$ cat src/rtl/pa_noc.sv
// NoC-wide constants shared by router blocks and their benches.
package pa_noc;
    localparam int APB_PACKET_WIDTH = 16;
endpackage

$ cat src/rtl/router_output_arbiter_if.sv
// Bundle between N_REQ input sources and one registered router output port.
interface router_output_arbiter_if #(
    parameter int N_REQ = 5,
    parameter int W     = pa_noc::APB_PACKET_WIDTH
);
    localparam int IDX_WIDTH = $clog2(N_REQ);

    logic [N_REQ*W-1:0]   i_reqPacket;
    logic [N_REQ-1:0]     i_reqValid;
    logic [N_REQ-1:0]     o_reqReady;
    logic [W-1:0]         o_packet;
    logic                 o_packetValid;
    logic                 i_packetReady;
    logic [IDX_WIDTH-1:0] o_grantIdx;

    modport slave (
        input  i_reqPacket, i_reqValid, i_packetReady,
        output o_reqReady, o_packet, o_packetValid, o_grantIdx
    );

    modport master (
        output i_reqPacket, i_reqValid, i_packetReady,
        input  o_reqReady, o_packet, o_packetValid, o_grantIdx
    );
endinterface

$ cat src/rtl/router_output_arbiter.sv
// Round-robin N_REQ:1 output arbiter; 1-cycle grant-to-output latency, 1 pkt/cycle.
// Backpressure: output register holds while stalled and o_reqReady stays 0 until it can load.
module router_output_arbiter #(
    parameter int N_REQ = 5
) (
    input  logic                    i_clk,
    input  logic                    i_arst_n,
    router_output_arbiter_if.slave  bus
);
    localparam int APB_PACKET_WIDTH = pa_noc::APB_PACKET_WIDTH;
    localparam int IDX_WIDTH        = $clog2(N_REQ);

    logic [IDX_WIDTH-1:0]        ptr;
    logic [APB_PACKET_WIDTH-1:0] packetQ;
    logic                        packetValidQ;
    logic [IDX_WIDTH-1:0]        grantIdxQ;

    logic                        loadEn;
    logic                        xfer;
    logic                        hiHit;
    logic                        loHit;
    logic [IDX_WIDTH-1:0]        hiIdx;
    logic [IDX_WIDTH-1:0]        loIdx;
    logic [IDX_WIDTH-1:0]        grantSel;
    logic [N_REQ-1:0]            grantOh;
    logic [APB_PACKET_WIDTH-1:0] grantPkt;

    assign loadEn = !packetValidQ || bus.i_packetReady;

    // Lowest valid source at or above ptr wins; otherwise the lowest valid overall (wrap).
    always_comb begin
        hiHit = 1'b0;
        loHit = 1'b0;
        hiIdx = '0;
        loIdx = '0;
        for (int k = N_REQ - 1; k >= 0; k--) begin
            if (bus.i_reqValid[k]) begin
                loHit = 1'b1;
                loIdx = IDX_WIDTH'(k);
                if (k >= int'(ptr)) begin
                    hiHit = 1'b1;
                    hiIdx = IDX_WIDTH'(k);
                end
            end
        end
    end

    assign grantSel = hiHit ? hiIdx : loIdx;
    assign xfer     = loadEn && loHit;

    always_comb begin
        grantOh  = '0;
        grantPkt = '0;
        for (int k = 0; k < N_REQ; k++) begin
            if (IDX_WIDTH'(k) == grantSel) begin
                grantOh[k] = loHit;
                grantPkt   = bus.i_reqPacket[k*APB_PACKET_WIDTH +: APB_PACKET_WIDTH];
            end
        end
    end

    // Gated by reset directly so no ready leaks out while the registers are still held.
    assign bus.o_reqReady = (xfer && i_arst_n) ? grantOh : '0;

    always_ff @(posedge i_clk or negedge i_arst_n) begin
        if (!i_arst_n) begin
            ptr          <= '0;
            packetQ      <= '0;
            packetValidQ <= 1'b0;
            grantIdxQ    <= '0;
        end else if (xfer) begin
            packetQ      <= grantPkt;
            packetValidQ <= 1'b1;
            grantIdxQ    <= grantSel;
            ptr          <= (grantSel == IDX_WIDTH'(N_REQ - 1)) ? '0 : grantSel + 1'b1;
        end else if (loadEn) begin
            packetQ      <= '0;
            packetValidQ <= 1'b0;
        end
    end

    assign bus.o_packet      = packetQ;
    assign bus.o_packetValid = packetValidQ;
    assign bus.o_grantIdx    = grantIdxQ;
endmodule

$ cat src/flat_wrapper.sv
// flat-port wrapper written by rule: the top's interface ports become plain ports
module router_output_arbiter_flat 
#(
    parameter int N_REQ = 5
)
  (i_clk, i_arst_n, bus_i_reqPacket, bus_i_reqValid, bus_i_packetReady, bus_o_reqReady, bus_o_packet, bus_o_packetValid, bus_o_grantIdx);
  router_output_arbiter_if #(.N_REQ(N_REQ)) bus_i ();
  input  logic i_clk;
  input  logic i_arst_n;
  input wire logic [$bits(bus_i.i_reqPacket)-1:0] bus_i_reqPacket;
  input wire logic [$bits(bus_i.i_reqValid)-1:0] bus_i_reqValid;
  input wire logic [$bits(bus_i.i_packetReady)-1:0] bus_i_packetReady;
  output wire logic [$bits(bus_i.o_reqReady)-1:0] bus_o_reqReady;
  output wire logic [$bits(bus_i.o_packet)-1:0] bus_o_packet;
  output wire logic [$bits(bus_i.o_packetValid)-1:0] bus_o_packetValid;
  output wire logic [$bits(bus_i.o_grantIdx)-1:0] bus_o_grantIdx;
  assign bus_i.i_reqPacket = bus_i_reqPacket;
  assign bus_i.i_reqValid = bus_i_reqValid;
  assign bus_i.i_packetReady = bus_i_packetReady;
  assign bus_o_reqReady = bus_i.o_reqReady;
  assign bus_o_packet = bus_i.o_packet;
  assign bus_o_packetValid = bus_i.o_packetValid;
  assign bus_o_grantIdx = bus_i.o_grantIdx;
  router_output_arbiter #(.N_REQ(N_REQ)) u_core (.i_clk(i_clk), .i_arst_n(i_arst_n), .bus(bus_i));
endmodule
$ cat config.mk
export PLATFORM = sky130hd
export DESIGN_NAME = router_output_arbiter_flat
export DESIGN_NICKNAME = d
export VERILOG_FILES = /design/src/rtl/pa_noc.sv /design/src/rtl/router_output_arbiter_if.sv /design/src/rtl/router_output_arbiter.sv /design/src/flat_wrapper.sv
export SDC_FILE = /design/constraint.sdc
export NUM_CORES = 1
export LEC_CHECK = 0
export ABC_AREA = 1
export CORE_MARGIN = 4
export CORE_UTILIZATION = 44
export CTS_CLUSTER_DIAMETER = 50
export CTS_CLUSTER_SIZE = 24
export DETAILED_ROUTE_END_ITERATION = 6
export PLACE_DENSITY = 0.85
export REMOVE_ABC_BUFFERS = 1
export SETUP_SLACK_MARGIN = 0.2
export SYNTH_ARGS = -nofsm -noshare
export SYNTH_HDL_FRONTEND = slang
export SYNTH_SLANG_ARGS = --single-unit
$ cat constraint.sdc
create_clock -name i_clk -period 6.97 [get_ports i_clk]
set_input_delay 1.0455 -clock i_clk [delete_from_list [all_inputs] [get_ports i_clk]]
set_output_delay 1.0455 -clock i_clk [all_outputs]
set_load 0.005 [all_outputs]
==> qor.txt <==
Run status -> completed
Synth async-reset ratio -> 100.0%
Root Driver -> clkbuf_8
Met2 wire len -> 3361 um
Final Hold Vio Count -> 0
Clock-pin slew on the worst setup and hold paths -> 0.08 ns
Max cap viols -> 0
# diodes -> 0
Post-synth top area share -> 25.29%
EDFF count, synth -> 0
Gate power share -> 71.8%
Port bufs -> 112
Crit path DAT -> 4.36 ns
Clock Latency Late Sink -> 0.26 ns
Highest Signal Layer -> met4
Final Cycle Share -> 77.54%
Initial Util -> 46.64%
DRT met1 WL -> 2922 um
Netlist Area Pre-Place -> 2276 um2
P_leak -> 1.873 nW
Largest net degree at the start of global routing -> 55
Max Fanout on Critical Path -> 17
Final Util -> 70.33%
Worst Tran Pin Value -> 1.074 ns
Num rows -> 25
VDD IR max -> 0.1518 mV
Setup violations, final -> 0
Via count -> 2,814
Flop pwr share -> 20.8%
Total power divided by cell area -> 322.6 nW/um2
Min-delay worst type -> flop to flop
Yosys top cell by area -> dfrtp_1
Critical path's slowest cell -> clkinv_1
Prevailing post-synth register cell -> dfrtp_1
DR iter-0 viols -> 136
Die Span Y -> 79.92 um
Top-count cell post-synth -> nand2_1
Detail Route met3 WL -> 553 um
Initial DRT Pass Iterations -> 5
Post-synth cell types -> 25
DP Cell Count -> 577
# DRC -> 0
Top-level port count -> 113
Die Area -> 6387 um2
Syn Inst Count -> 420
PostCTS Resize Cnt -> 0
RSZ-0062 raised after global routing -> false
Crit-path cells -> clkdlybuf4s50_1 > nand2_1 > nor2_2 > nor2_4 > nand2_1 > nor2_1 > a21oi_1 > inv_1 > ha_1 > ha_1 > clkinv_1 > nor2_1 > clkdlybuf4s50_1
Ratio of cells with drive above 1 in the final layout -> 5.058%
Fill count -> 437
Sw Pwr -> 540.8 uW
Clock Sinks -> 23
Vias in the first global route -> 2,590
Post-DRT Antenna Nets -> 0
TritonCTS clock tree -> done
Crit start category -> input pin
Fmax achieved -> 0.1850 GHz
Detailed Place HPWL -> 5300 um
Switch share -> 48.85%
Clock share of power -> 7.4%
Placed cell area -> 3387 um2
Cts hold-fix bufs -> 0
Initial antenna violation count -> 0
Seq/Total Area, Yosys -> 25.29%
Final worst setup slack -> 1.566 ns
Most frequent cells after synthesis -> 148 x nand2_1, 66 x nand3_1, 61 x inv_1, 58 x nor2_1, 23 x dfrtp_1
Vias per inst -> 4.843
Dpl ws -> 1.648 ns
First-pass GRT wire length -> 11,220 um
Overall Global Routing Usage -> 21.52%
Worst hold slack -> 0.4820 ns
Routed Wire Length -> 6969 um
CP peak stage delay -> 0.58 ns
Layout Cells excl Fill -> 581
H-tree levels -> 1
Worst slew margin relative to its limit -> 28.38%
Syn_area_per_cell -> 5.419 um2
Core footprint -> 4880 um2
Post-route cell area -> 3432 um2
Pwr Total -> 1.107 mW
Routed wire per std cell -> 11.99 um
Setup crit end kind -> primary output
Synth warnings -> 0
Area Overhead vs Synth -> 50.80%
Synthesized flop and latch total -> 23
Slew Viols, Final -> 0
Worst Hold Depth -> 2
Die width -> 79.92 um
CTS buffer count -> 3
Remaining Overflow, GRT -> 0
Post-layout net count -> 608
Post-CTS setup buffers -> 0
Setup_tns -> 0 ns
Final min period -> 5.404 ns
Final GP Congestion -> 0.8595
Skew final -> 0.001524 ns
Largest cells by area after synthesis -> dfrtp_1 25%, nand2_1 24%, nand3_1 15%
R2R depth -> 17
CTS max path bufs -> 2
Internal cell power -> 566.2 uW
Critical path type -> input pin to primary output
Req. time, crit path -> 5.92 ns
-- area by class of cell --
class                   instances  area [um2]  share of cell area [%]
well taps                      67       83.83                   2.443
repair buffers                113        1129                   32.88
inverters                      78       292.8                   8.531
flip-flops and latches         23       575.6                   16.77
clock buffers                   4       45.04                   1.312
multi-input cells             296        1306                   38.06
-- logic make-up (layout without fill, tap and decap cells) --
family	after synthesis	after routing	share of synthesized area, %
simple gates	280	280	51.62
buf+inv	101	195	17.32
flops	23	23	25.29
compound gates	11	11	3.024
fa+ha+maj	5	5	2.749
-- routing by layer --
metal	global-route usage, %	up-vias
met5	0	-
met3	4.289	12
met1	27.56	1229
met4	4.899	0
met2	37.09	135
li1	-	1438
-- sequential cells by signal, indices dropped and copies added, names as in the netlist --
name / cells
u_core.bus.o_grantIdx: 3
u_core.bus.o_packetValid: 1
u_core.bus.o_packet: 16
u_core.ptr: 3
-- power by group through the flow --
stage	Clock [mW]	Sequential, mW	Combinational (mW)
after floorplan	0	0.229	0.492
after global placement	0	0.231	0.769
after detailed placement	0	0.229	0.789
after CTS	0.0841	0.229	0.793
after global routing	0.0897	0.237	0.903
final	0.0822	0.231	0.794
-- critical path: cells and delay by family --
| kind | cells | cell delay, ns |
|---|---|---|
| AOI/OAI and AO/OA | 1 | 0.15 |
| adders and majority gates | 2 | 0.72 |
| buffers and inverters | 4 | 1.70 |
| and+or+nand+nor | 6 | 0.72 |
-- placed cells by master, fill, tap and decap left out, types with 3 or more instances in the layout --
cell type          n
clkbuf_8           3
clkdlybuf4s50_1  112
dfrtp_1           23
ha_1               5
inv_1             61
inv_2             15
nand2_1          148
nand3_1           66
nor2_1            58
o21ai_0            4
-- final timing paths --
kind,from,end,slack (ns)
setup / recovery,bus_i_reqValid[0],bus_o_reqReady[3],1.57
hold / removal,u_core.bus.o_packet[15]$_DFFE_PN0P_,u_core.bus.o_packet[15]$_DFFE_PN0P_,0.48
setup reg to reg,u_core.ptr[1]$_DFFE_PN0P_,u_core.bus.o_packet[7]$_DFFE_PN0P_,3.80
hold reg to reg,u_core.bus.o_packet[15]$_DFFE_PN0P_,u_core.bus.o_packet[15]$_DFFE_PN0P_,0.48
max in group asynchronous,i_arst_n,u_core.bus.o_grantIdx[2]$_DFFE_PN0P_,5.00
min in group asynchronous,i_arst_n,u_core.ptr[1]$_DFFE_PN0P_,1.34
Note: power is estimated with default switching activity, not from simulation.
